`src/rtl/func_unit_pkg.sv`:
```
// -----------------------------------------------------------------------------
// func_unit_pkg
//   Definitions shared by the functional-unit decoder and encoder:
//   - fu_type_e   : 3-bit micro-op type code (110/111 are illegal)
//   - OPC_*       : 11-bit R-format opcodes
//   - SH_*        : fixed shift-field values for ops that do not use shammt
//   - *_LSB/_W    : R-format field positions
//   - rfmt_word() : packs the fields into a 32-bit instruction word
// -----------------------------------------------------------------------------
package func_unit_pkg;

  typedef enum logic [2:0] {
    FU_ADD  = 3'b000,
    FU_SUB  = 3'b001,
    FU_MUL  = 3'b010,
    FU_UDIV = 3'b011,
    FU_FADD = 3'b100,
    FU_FSUB = 3'b101
  } fu_type_e;

  localparam int INSTR_W = 32;

  // Opcodes, bits [31:21] of the instruction word.
  localparam logic [10:0] OPC_ADD  = 11'b10001011000;
  localparam logic [10:0] OPC_SUB  = 11'b11001011000;
  localparam logic [10:0] OPC_MUL  = 11'b10011011000;
  localparam logic [10:0] OPC_UDIV = 11'b10011010110;
  localparam logic [10:0] OPC_FP   = 11'b00011110011;

  // Fixed shift-field values; FADD and FSUB share an opcode and are told
  // apart only by this field.
  localparam logic [5:0] SH_MUL  = 6'b011111;
  localparam logic [5:0] SH_UDIV = 6'b000010;
  localparam logic [5:0] SH_FADD = 6'b001010;
  localparam logic [5:0] SH_FSUB = 6'b001110;

  // R-format field positions: {opc, Rm, sh, Rn, Rd}.
  localparam int RD_LSB  = 0;
  localparam int RD_W    = 5;
  localparam int RN_LSB  = 5;
  localparam int RN_W    = 5;
  localparam int SH_LSB  = 10;
  localparam int SH_W    = 6;
  localparam int RM_LSB  = 16;
  localparam int RM_W    = 5;
  localparam int OPC_LSB = 21;
  localparam int OPC_W   = 11;

  function automatic logic [INSTR_W-1:0] rfmt_word(
    input logic [OPC_W-1:0] opc,
    input logic [RM_W-1:0]  rm,
    input logic [SH_W-1:0]  sh,
    input logic [RN_W-1:0]  rn,
    input logic [RD_W-1:0]  rd
  );
    logic [INSTR_W-1:0] word;
    word = '0;
    word[OPC_LSB +: OPC_W] = opc;
    word[RM_LSB  +: RM_W]  = rm;
    word[SH_LSB  +: SH_W]  = sh;
    word[RN_LSB  +: RN_W]  = rn;
    word[RD_LSB  +: RD_W]  = rd;
    return word;
  endfunction

endpackage

```
`src/rtl/func_unit_encoder_sync_fifo.sv`:
```
// -----------------------------------------------------------------------------
// sync_fifo
//   Single-clock FIFO with extra-MSB pointers (full = MSBs differ and the
//   index bits match; empty = pointers equal). Push while full and pop while
//   empty are ignored. clear empties the FIFO and beats push/pop.
//   Ports:
//     clk, rst_n     clock, asynchronous active-low reset
//     clear          synchronous flush
//     push, wdata    write request and data
//     pop            read request (head advances)
//     rdata          head entry (undefined contents when empty)
//     full, empty    status
// -----------------------------------------------------------------------------
module sync_fifo #(
  parameter int WIDTH = 32,
  parameter int DEPTH = 4
) (
  input  logic             clk,
  input  logic             rst_n,
  input  logic             clear,
  input  logic             push,
  input  logic             pop,
  input  logic [WIDTH-1:0] wdata,
  output logic [WIDTH-1:0] rdata,
  output logic             full,
  output logic             empty
);

  localparam int AW = $clog2(DEPTH);

  logic [WIDTH-1:0] mem [DEPTH];
  logic [AW:0]      wr_ptr;
  logic [AW:0]      rd_ptr;
  logic             do_push;
  logic             do_pop;

  assign full    = (wr_ptr[AW] != rd_ptr[AW]) && (wr_ptr[AW-1:0] == rd_ptr[AW-1:0]);
  assign empty   = (wr_ptr == rd_ptr);
  assign do_push = push && !full && !clear;
  assign do_pop  = pop && !empty && !clear;
  assign rdata   = mem[rd_ptr[AW-1:0]];

  // NOTE: sequential state uses non-blocking (<=) so every register samples
  // the pre-edge values, independent of block ordering.
  always_ff @(posedge clk or negedge rst_n) begin
    if (!rst_n) begin
      wr_ptr <= '0;
      rd_ptr <= '0;
    end else if (clear) begin
      wr_ptr <= '0;
      rd_ptr <= '0;
    end else begin
      if (do_push) wr_ptr <= wr_ptr + (AW+1)'(1);
      if (do_pop)  rd_ptr <= rd_ptr + (AW+1)'(1);
    end
  end

  // NOTE: storage has no reset; the pointers alone define which entries are
  // valid, so stale contents are never observed.
  always_ff @(posedge clk) begin
    if (do_push) mem[wr_ptr[AW-1:0]] <= wdata;
  end

endmodule

```
`src/rtl/func_unit_encoder.sv`:
```
// -----------------------------------------------------------------------------
// func_unit_encoder
//   Encodes decoded micro-ops into 32-bit R-format words, buffers them in a
//   FIFO and emits them as addressed instruction-memory write beats.
//   Ports:
//     clk, rst_n        clock, asynchronous active-low reset
//     clear             synchronous flush (FIFO, address, illegal flag)
//     in_valid/in_ready micro-op handshake
//     type_instruction  op type (see func_unit_pkg::fu_type_e)
//     regnum_1/2        Rn / Rm source registers
//     dest_reg          Rd
//     shammt            shift amount, used by ADD/SUB only
//     out_valid/ready   write-beat handshake
//     out_data/addr     encoded word and its byte address
//     illegal_err       sticky: an illegal type was accepted
//     words_emitted     saturating count of completed beats
// -----------------------------------------------------------------------------
module func_unit_encoder
  import func_unit_pkg::*;
#(
  parameter int          DEPTH     = 4,
  parameter logic [31:0] BASE_ADDR = 32'h0000_0000,
  parameter int          MEM_WORDS = 256
) (
  input  logic        clk,
  input  logic        rst_n,
  input  logic        clear,
  input  logic        in_valid,
  output logic        in_ready,
  input  logic [2:0]  type_instruction,
  input  logic [4:0]  regnum_1,
  input  logic [4:0]  regnum_2,
  input  logic [4:0]  dest_reg,
  input  logic [5:0]  shammt,
  output logic        out_valid,
  input  logic        out_ready,
  output logic [31:0] out_data,
  output logic [31:0] out_addr,
  output logic        illegal_err,
  output logic [15:0] words_emitted
);

  localparam logic [31:0] LAST_ADDR = BASE_ADDR + 32'(4 * (MEM_WORDS - 1));

  logic [OPC_W-1:0]   enc_opc;
  logic [SH_W-1:0]    enc_sh;
  logic               enc_legal;
  logic [INSTR_W-1:0] enc_word;

  logic               fifo_full;
  logic               fifo_empty;
  logic [INSTR_W-1:0] fifo_rdata;
  logic               accept;
  logic               push;
  logic               pop;

  // NOTE: every always_comb output gets a default before the case so no path
  // leaves it unassigned (which would infer a latch).
  always_comb begin
    enc_opc   = '0;
    enc_sh    = '0;
    enc_legal = 1'b1;
    case (type_instruction)
      FU_ADD:  begin enc_opc = OPC_ADD;  enc_sh = shammt;  end
      FU_SUB:  begin enc_opc = OPC_SUB;  enc_sh = shammt;  end
      FU_MUL:  begin enc_opc = OPC_MUL;  enc_sh = SH_MUL;  end
      FU_UDIV: begin enc_opc = OPC_UDIV; enc_sh = SH_UDIV; end
      FU_FADD: begin enc_opc = OPC_FP;   enc_sh = SH_FADD; end
      FU_FSUB: begin enc_opc = OPC_FP;   enc_sh = SH_FSUB; end
      default: enc_legal = 1'b0;
    endcase
    enc_word = rfmt_word(enc_opc, regnum_2, enc_sh, regnum_1, dest_reg);
  end

  // Illegal ops are consumed (handshake completes) but never buffered.
  // A handshake coincident with clear is dropped entirely.
  assign in_ready  = !fifo_full;
  assign accept    = in_valid && in_ready && !clear;
  assign push      = accept && enc_legal;
  assign out_valid = !fifo_empty;
  assign pop       = out_valid && out_ready && !clear;
  assign out_data  = fifo_empty ? '0 : fifo_rdata;

  sync_fifo #(
    .WIDTH (INSTR_W),
    .DEPTH (DEPTH)
  ) u_fifo (
    .clk   (clk),
    .rst_n (rst_n),
    .clear (clear),
    .push  (push),
    .pop   (pop),
    .wdata (enc_word),
    .rdata (fifo_rdata),
    .full  (fifo_full),
    .empty (fifo_empty)
  );

  // Beat address: advances per completed beat, wrapping at the memory end.
  always_ff @(posedge clk or negedge rst_n) begin
    if (!rst_n) begin
      out_addr <= BASE_ADDR;
    end else if (clear) begin
      out_addr <= BASE_ADDR;
    end else if (pop) begin
      out_addr <= (out_addr == LAST_ADDR) ? BASE_ADDR : out_addr + 32'd4;
    end
  end

  // Sticky illegal flag; only reset and clear drop it.
  always_ff @(posedge clk or negedge rst_n) begin
    if (!rst_n) begin
      illegal_err <= 1'b0;
    end else if (clear) begin
      illegal_err <= 1'b0;
    end else if (accept && !enc_legal) begin
      illegal_err <= 1'b1;
    end
  end

  // Lifetime beat count; survives clear, saturates at all-ones.
  always_ff @(posedge clk or negedge rst_n) begin
    if (!rst_n) begin
      words_emitted <= '0;
    end else if (pop && (words_emitted != 16'hFFFF)) begin
      words_emitted <= words_emitted + 16'd1;
    end
  end

endmodule

```
`config.mk`:
```
export PLATFORM = sky130hd
export DESIGN_NAME = func_unit_encoder
export DESIGN_NICKNAME = d
export VERILOG_FILES = /design/src/rtl/func_unit_pkg.sv /design/src/rtl/func_unit_encoder_sync_fifo.sv /design/src/rtl/func_unit_encoder.sv
export SDC_FILE = /design/constraint.sdc
export NUM_CORES = 1
export LEC_CHECK = 0
export CORE_MARGIN = 3
export CORE_UTILIZATION = 54
export DETAILED_ROUTE_END_ITERATION = 7
export HOLD_SLACK_MARGIN = 0.06
export PLACE_DENSITY = 0.8
export RECOVER_POWER = 100
export SLEW_MARGIN = 10
export SYNTH_ARGS = -nofsm -noshare
export SYNTH_HDL_FRONTEND = slang
export SYNTH_SLANG_ARGS = --single-unit
```
`constraint.sdc`:
```
create_clock -name clk -period 3 [get_ports clk]
set_input_delay 0.3 -clock clk [delete_from_list [all_inputs] [get_ports clk]]
set_output_delay 0.3 -clock clk [all_outputs]
set_load 0.01 [all_outputs]
```
==> results of run 1 <==
-- cell type report --
class / instances / area [um2]
Timing Repair Buffer: 129 / 1210
Tap cell: 176 / 220
Clock buffer: 22 / 474
Clock inverter: 10 / 164
Inverter: 11 / 41.3
Multi-Input combinational cell: 318 / 2480
Sequential cell: 169 / 4810
Fill cell: 904 / 4010
-- timing repair --
item / 4_1_cts / 5_1_grt
hold endpoints to repair: 29 / 0
hold buffers: 1 / 0
resized for setup: 0 / 0
-- cells by family after synthesis --
family / Yosys count
AO/OA/AOI/OAI: 70
XOR/XNOR: 23
adder cells (fa/ha/maj): 8
buffers and inverters: 41
flip-flops: 169
multiplexers: 33
other: 1
AND/OR/NAND/NOR: 181
-- per-layer routing --
metal / global-route usage / part of all wire
met3: 0.0468 / 0.048
met1: 0.312 / 0.41
met4: 0.0913 / 0.020
met2: 0.378 / 0.52
met5: 0 / 0
-- final timing paths --
check,startpoint,end,slack [ns],cells past startpoint
min reg2reg,words_emitted[15],words_emitted[15],0.51,1
min in group asynchronous,rst_n,words_emitted[4],0.83,2
max,u_fifo.rd_ptr[0],out_data[26],0.16,4
min,words_emitted[15],words_emitted[15],0.51,1
max reg2reg,u_fifo.rd_ptr[0],out_addr[16],0.21,6
max in group asynchronous,rst_n,out_addr[21],0.88,3
-- layout by cell type (no fill, tap or decap), types with 4 or more instances in the layout --
master           instances
xnor2_1                 11
and4_1                   4
buf_4                   10
and2_0                  12
xor2_1                  12
nand3_1                 19
clkdlybuf4s50_1         37
clkbuf_16               17
mux4_2                  29
ha_1                     8
clkbuf_1                 7
and2_1                  23
dlygate4sd3_1           71
nand4_1                 18
dfrtp_1                 52
a21oi_1                 22
inv_1                   11
nor2_1                  27
and3_1                   8
nand2b_1                 5
or3_1                    4
nand2_1                 32
o21ai_0                  9
nor4_1                   6
a31oi_1                 23
nor3_1                   8
bufinv_16                4
edfxtp_1               116
-- critical path, cell delays in order, from the launching register on --
cell and delay [ns]:
dfrtp_2 0.52, clkbuf_4 0.38, mux4_2 0.56, and2_1 0.19
clkdlybuf4s50_1 0.47
-- where the power goes --
part           switching [uW]  internal (uW)
clock                     868           1460
combinational             553            597
sequential               73.0           2580
total                    1490           4640
-- state kept, by name (all words and copies together), names as in the netlist --
signal and count:
words_emitted 16, u_fifo.mem 116, out_addr 30, illegal_err 1, u_fifo.wr_ptr 3, u_fifo.rd_ptr 3
-- per-stage QoR --
| step | total power (uW) | cells | hold slack (ns) |
|---|---|---|---|
| 6_report | 6130 | 835 | 0.508 |
| 5_1_grt | 6380 | 835 | 0.545 |
| 4_1_cts | 6220 | 835 | 0.469 |
| 3_5_place_dp | 3900 | 802 | 0.373 |
| 3_3_place_gp | 3860 | 802 | 0.372 |
| 2_1_floorplan | 3330 | 528 | 0.00441 |
==> metrics.yaml, run 1 <==
pin_count: 112
synth_mux_area_frac: 0.0932
postLayoutCellArea_mm2: 0.00940
synth.top_cell.area_share: 0.466
nNetsFinal: 683
vias_per_cell: 6.00
min_period_over_period: 0.947
synth_area_mm2: 0.00747
syn_avg_cell_area_um2: 14.2
die_area_mm2: 0.0153
synth_cell_types: 49
grt_max_degree: 32
row_count: 42
grt_antenna_before_repair: 0
gp_congestion: 0.857
yosysMostFrequentCell: "edfxtp_1"
synth_xor_area_frac: 0.0270
synth_top_family_by_area: "simple AND/OR/NAND/NOR gates"
root_buffer: "clkbuf_16"
clock_latency_ns: 0.42
synth-adder-area-share: 0.0134
violations: "max-capacitance violations, max-slew violations"
synth-simple-area-share: 0.136
cts_max_level: 4
fin_crit_ns: 2.84
synth_area_leader_cell: "edfxtp_1"
synth_ff_type: "edfxtp_1"
final_util: 0.701
fmax_mhz: 352
grt_pass1_vias: 5133
relSlewSlack: -0.0990
postCtsSetupBuffers: 0
rsz0062_at_grt: "no"
syn_to_final_growth_pct: 25.8
setup_violations: 0
status: "complete, but fails checks"
start_kind: "flip-flop"
fin_tns_setup_ns: 0
worst_slack_ns: 0.158
drc: 0
grt-ovfl-total: 0
setup.worst_path.end_class: "output pin"
num_vias: 5011
ys_ff_latch: 169
synthTopCellsByCount: "edfxtp_1, dfrtp_1, and2_1"
syn_inst: 526
path_max_fanout: 12
pre_cts_ws_ns: 0.494
dieWidth_um: 124
yosysSeqAreaShare: 0.644
synth_compound_area_frac: 0.0583
drive_above_1_share: 0.131
synth_async_sr_flop_share: 0.314
drt_pass1_iterations: 5
cts_max_path_buffers: 2
worstPathArrival_ns: 2.54
clock-sinks: 169
yosys-top-cells-area: "edfxtp_1, dfrtp_1, mux4_2, and2_1, a31oi_1"
core_mm2: 0.0134
ant_nets: 0
power_density_mw_per_mm2: 653
irDropWorstVdd_mv: 0.276
hold_viol: 0
hpwl_um: 10800
clock_skew_ns: 0.00840
drt_iter0_drc: 495
p_leak_uw: 0.00358
required_ns: 2.70
post_drt_wl_per_cell_um: 20.2
synth_edf_count: 116
drv_slew: 32
cts_tree: "yes"
grt_pass1_wl_um: 26900
cap_violations: 1
placed_area_mm2: 0.00883
die_h_um: 124
ys_warn_count: 0
track_usage: 0.233
hold_class: "reg2reg"
critical_path_class: "reg2out"
worstMarginPinSlew_ns: 1.65
start_util: 0.557
numPortBuffers: 108
cts-buffers-inserted: 17
clkTransAtPathRegs_ns: 0.06
wl_um: 16900
antenna_cells: 0
(Power assumes the default switching activity.)
==> run 2: changes to the inputs <==
--- a/config.mk
+++ b/config.mk
@@ -6,7 +6,7 @@
 export NUM_CORES = 1
 export LEC_CHECK = 0
 export CORE_MARGIN = 3
-export CORE_UTILIZATION = 54
+export CORE_UTILIZATION = 55
 export DETAILED_ROUTE_END_ITERATION = 7
 export HOLD_SLACK_MARGIN = 0.06
 export PLACE_DENSITY = 0.8
@@ -14,4 +14,5 @@
 export SLEW_MARGIN = 10
 export SYNTH_ARGS = -nofsm -noshare
 export SYNTH_HDL_FRONTEND = slang
+export SYNTH_HIERARCHICAL = 1
 export SYNTH_SLANG_ARGS = --single-unit
==> run 2 against run 1 <==
The flow still finishes with violations (max-capacitance violations, max-slew violations). Wire length is 2.7% higher. Sequential power increased by 6%. Global-route usage fell by 1.2 points. Critical endpoint is now u_fifo/mem[1][27]. Largest cell class unchanged.
==> metrics.yaml, run 2 <==
status: "complete, but fails checks"  # unchanged
violations: "max-capacitance violations, max-slew violations"  # unchanged
p_leak_uw: 0.00365  # was 0.00358 uW
yosys-top-cells-area: "edfxtp_1, dfrtp_1, mux4_2, nor2b_1, xor2_1"  # was edfxtp_1, dfrtp_1, mux4_2, and2_1, a31oi_1
clock_latency_ns: 0.43  # was 0.42 ns
root_buffer: "clkbuf_16"  # unchanged
clock-sinks: 181  # was 169
syn_inst: 566  # was 526
clock_skew_ns: 0.00917  # was 0.00840 ns
switching_share: 0.248  # was 0.244
synthTopCellsByCount: "edfxtp_1, dfrtp_1, nor2b_1"  # was edfxtp_1, dfrtp_1, and2_1
row_count: 43  # was 42
vias_per_cell: 6.07  # was 6.00
setup.worst_path.end_class: "flip-flop"  # was output pin
postCtsSetupBuffers: 0  # unchanged
setup_violations: 0  # unchanged
hold_viol: 0  # unchanged
hold_class: "reg2reg"  # unchanged
postLayoutCellArea_mm2: 0.00999  # was 0.00940 mm2
synth.top_cell.area_share: 0.472  # was 0.466
start_util: 0.573  # was 0.557
antenna_cells: 0  # unchanged
p_clk_frac: 0.360  # was 0.380
hpwl_um: 11200  # was 10800 um
dieWidth_um: 128  # was 124 um
clkTransAtPathRegs_ns: 0.06  # about the same
synth_ff_type: "edfxtp_1"  # unchanged
start_kind: "flip-flop"  # unchanged
drive_above_1_share: 0.131  # about the same
fin_tns_setup_ns: 0  # unchanged
numPortBuffers: 109  # was 108
wl_um: 17300  # was 16900 um
syn_avg_cell_area_um2: 14.4  # was 14.2 um2
drc: 0  # unchanged
syn_to_final_growth_pct: 22.7  # was 25.8%
drt_iter0_drc: 646  # was 495
final_cell_mix: "edfxtp_1, dlygate4sd3_1, dfrtp_1"  # unchanged
gp_congestion: 0.912  # was 0.857
synth_area_mm2: 0.00814  # was 0.00747 mm2
use_met1: 0.299  # was 0.312
place_inst: 849  # was 802
multiInputGateArea_mm2: 0.00278  # was 0.00248 mm2
drt_pass1_iterations: 7  # was 5
core_mm2: 0.0142  # was 0.0134 mm2
post_drt_wl_per_cell_um: 19.6  # was 20.2 um
combPwrFrac: 0.140  # was 0.188
synth_async_sr_flop_share: 0.293  # was 0.314
grtUsageMet2: 0.368  # was 0.378
grt_pass1_vias: 5412  # was 5133
seq_power_share: 0.500  # was 0.432
final_common_cell: "edfxtp_1"  # unchanged
min_period_over_period: 0.935  # was 0.947
cts_tree: "yes"  # unchanged
grt_max_degree: 40  # was 32
critical_path_class: "reg2reg"  # was reg2out
internal_power_uw: 4200  # was 4640 uW
grt_antenna_before_repair: 0  # unchanged
yosysMostFrequentCell: "edfxtp_1"  # unchanged
fin_crit_ns: 2.81  # was 2.84 ns
cap_violations: 1  # unchanged
cts_max_level: 4  # unchanged
top_usage_layer: "met2"  # unchanged
path_max_fanout: 32  # was 12
drv_slew: 31  # was 32
yosysSeqAreaShare: 0.635  # was 0.644
final_cells: 882  # was 835
synth_edf_count: 128  # was 116
ant_nets: 0  # unchanged
largest_reg_flops: 128  # was 116
die_area_mm2: 0.0163  # was 0.0153 mm2
power_density_mw_per_mm2: 559  # was 653 mW/mm2
worstPathArrival_ns: 2.87  # was 2.54 ns
placed_area_mm2: 0.00952  # was 0.00883 mm2
seqCellArea_mm2: 0.00517  # was 0.00481 mm2
synth_area_leader_cell: "edfxtp_1"  # unchanged
irDropWorstVdd_mv: 0.416  # was 0.276 mV
worstMarginPinSlew_ns: 1.63  # was 1.65 ns
relSlewSlack: -0.0872  # was -0.0990
nNetsFinal: 726  # was 683
ys_warn_count: 6  # was 0
rsz0062_at_grt: "no"  # unchanged
die_h_um: 128  # was 124 um
grt_pass1_wl_um: 28300  # was 26900 um
p_sw_uw: 1380  # was 1490 uW
required_ns: 3.06  # was 2.70 ns
synth_cell_types: 62  # was 49
track_usage: 0.221  # was 0.233
ys_ff_latch: 181  # was 169
fillerInstances: 939  # was 904
cts_max_path_buffers: 2  # unchanged
num_vias: 5354  # was 5011
grt-ovfl-total: 0  # unchanged
power_uw: 5590  # was 6130 uW
cts-buffers-inserted: 17  # unchanged
pin_count: 112  # unchanged
grtUsageMet3: 0.0454  # was 0.0468
fmax_mhz: 356  # was 352 MHz
==> run 2: changes by cell type in the layout (fill, tap and decap cells not counted), sizes merged, moves of 5 or more <==
cell and change:
inv +5, o21ai +8, xor2 +5, and2 -29, xnor2 -6, nor2 -5
edfxtp +12, clkdlybuf4s50 +6, nor2b +37, dlygate4sd3 -5
==> run 2: power groups by stage <==
stage                     logic, uW  registers, uW  clock network [uW]
after floorplan                 433           2850                   0
after global placement          796           2840                   0
after detailed placement        810           2850                   0
after CTS                       815           2800                2040
after global routing            858           2800                2140
final                           783           2800                2010
==> run 2: cells by family after synthesis <==
family                     count (synthesis)  share of synthesized area
AOI/OAI and AO/OA                         95                     0.0787
xor gates and xnor gates                  22                     0.0255
adders and majority gates                  8                     0.0123
muxes                                     35                     0.0925
DFF                                      181                      0.635
buffers and inverters                     42                     0.0260
and+or+nand+nor                          182                      0.130
other                                      1                   0.000461
==> run 2: worst max-delay path, stage by stage (launching register included) <==
cell      delay [ns]
dfrtp_1         0.49
xnor2_2         0.25
nand2_1         0.16
nor2_1          0.06
inv_1           0.09
and4b_1         0.28
inv_1           0.11
a311oi_2        0.34
and2_0          0.18
clkbuf_4        0.47
==> run 2: what timing repair did <==
item / 4_1_cts / 5_1_grt
hold buffers: 1 / 0
hold endpoints to repair: 29 / 0
gates resized for setup: 0 / 1
setup endpoints to repair: 0 / 31
==> run 2: stage by stage <==
stage	setup slack, ns	hold WS (ns)	utilization
floorplan	0.135	0.00441	-
global placement	0.563	0.374	0.670
detailed placement	0.461	0.377	0.670
CTS	0.104	0.466	0.708
global route	0.0377	0.498	0.703
finish	0.194	0.485	0.703
==> run 2: path summary, 6_finish.rpt <==
| check | from | end | slack, ns | cells after the start |
|---|---|---|---|---|
| hold / removal | words_emitted[14] | words_emitted[14] | 0.49 | 1 |
| setup reg to reg | u_fifo/wr_ptr[0] | u_fifo/mem[1][27] | 0.19 | 9 |
| setup / recovery | u_fifo/wr_ptr[0] | u_fifo/mem[1][27] | 0.19 | 9 |
| hold reg to reg | words_emitted[14] | words_emitted[14] | 0.49 | 1 |
| min in group asynchronous | rst_n | out_addr[11] | 0.83 | 2 |
| max in group asynchronous | rst_n | words_emitted[1] | 0.80 | 3 |
==> run 2: area by class of cell <==
class | count | share of cell area
sequential | 181 | 0.518
clock inverter | 12 | 0.00989
clock buffer | 20 | 0.0437
tap | 180 | 0.0225
inverter | 14 | 0.00526
multi-input combinational | 348 | 0.278
timing repair buffer | 127 | 0.123
==> run 2: metal layers <==
metal | share of wire | wire length [um]
met5 | 0 | 0
met4 | 0.013 | 223
met3 | 0.057 | 982
met2 | 0.51 | 8870
met1 | 0.42 | 7230
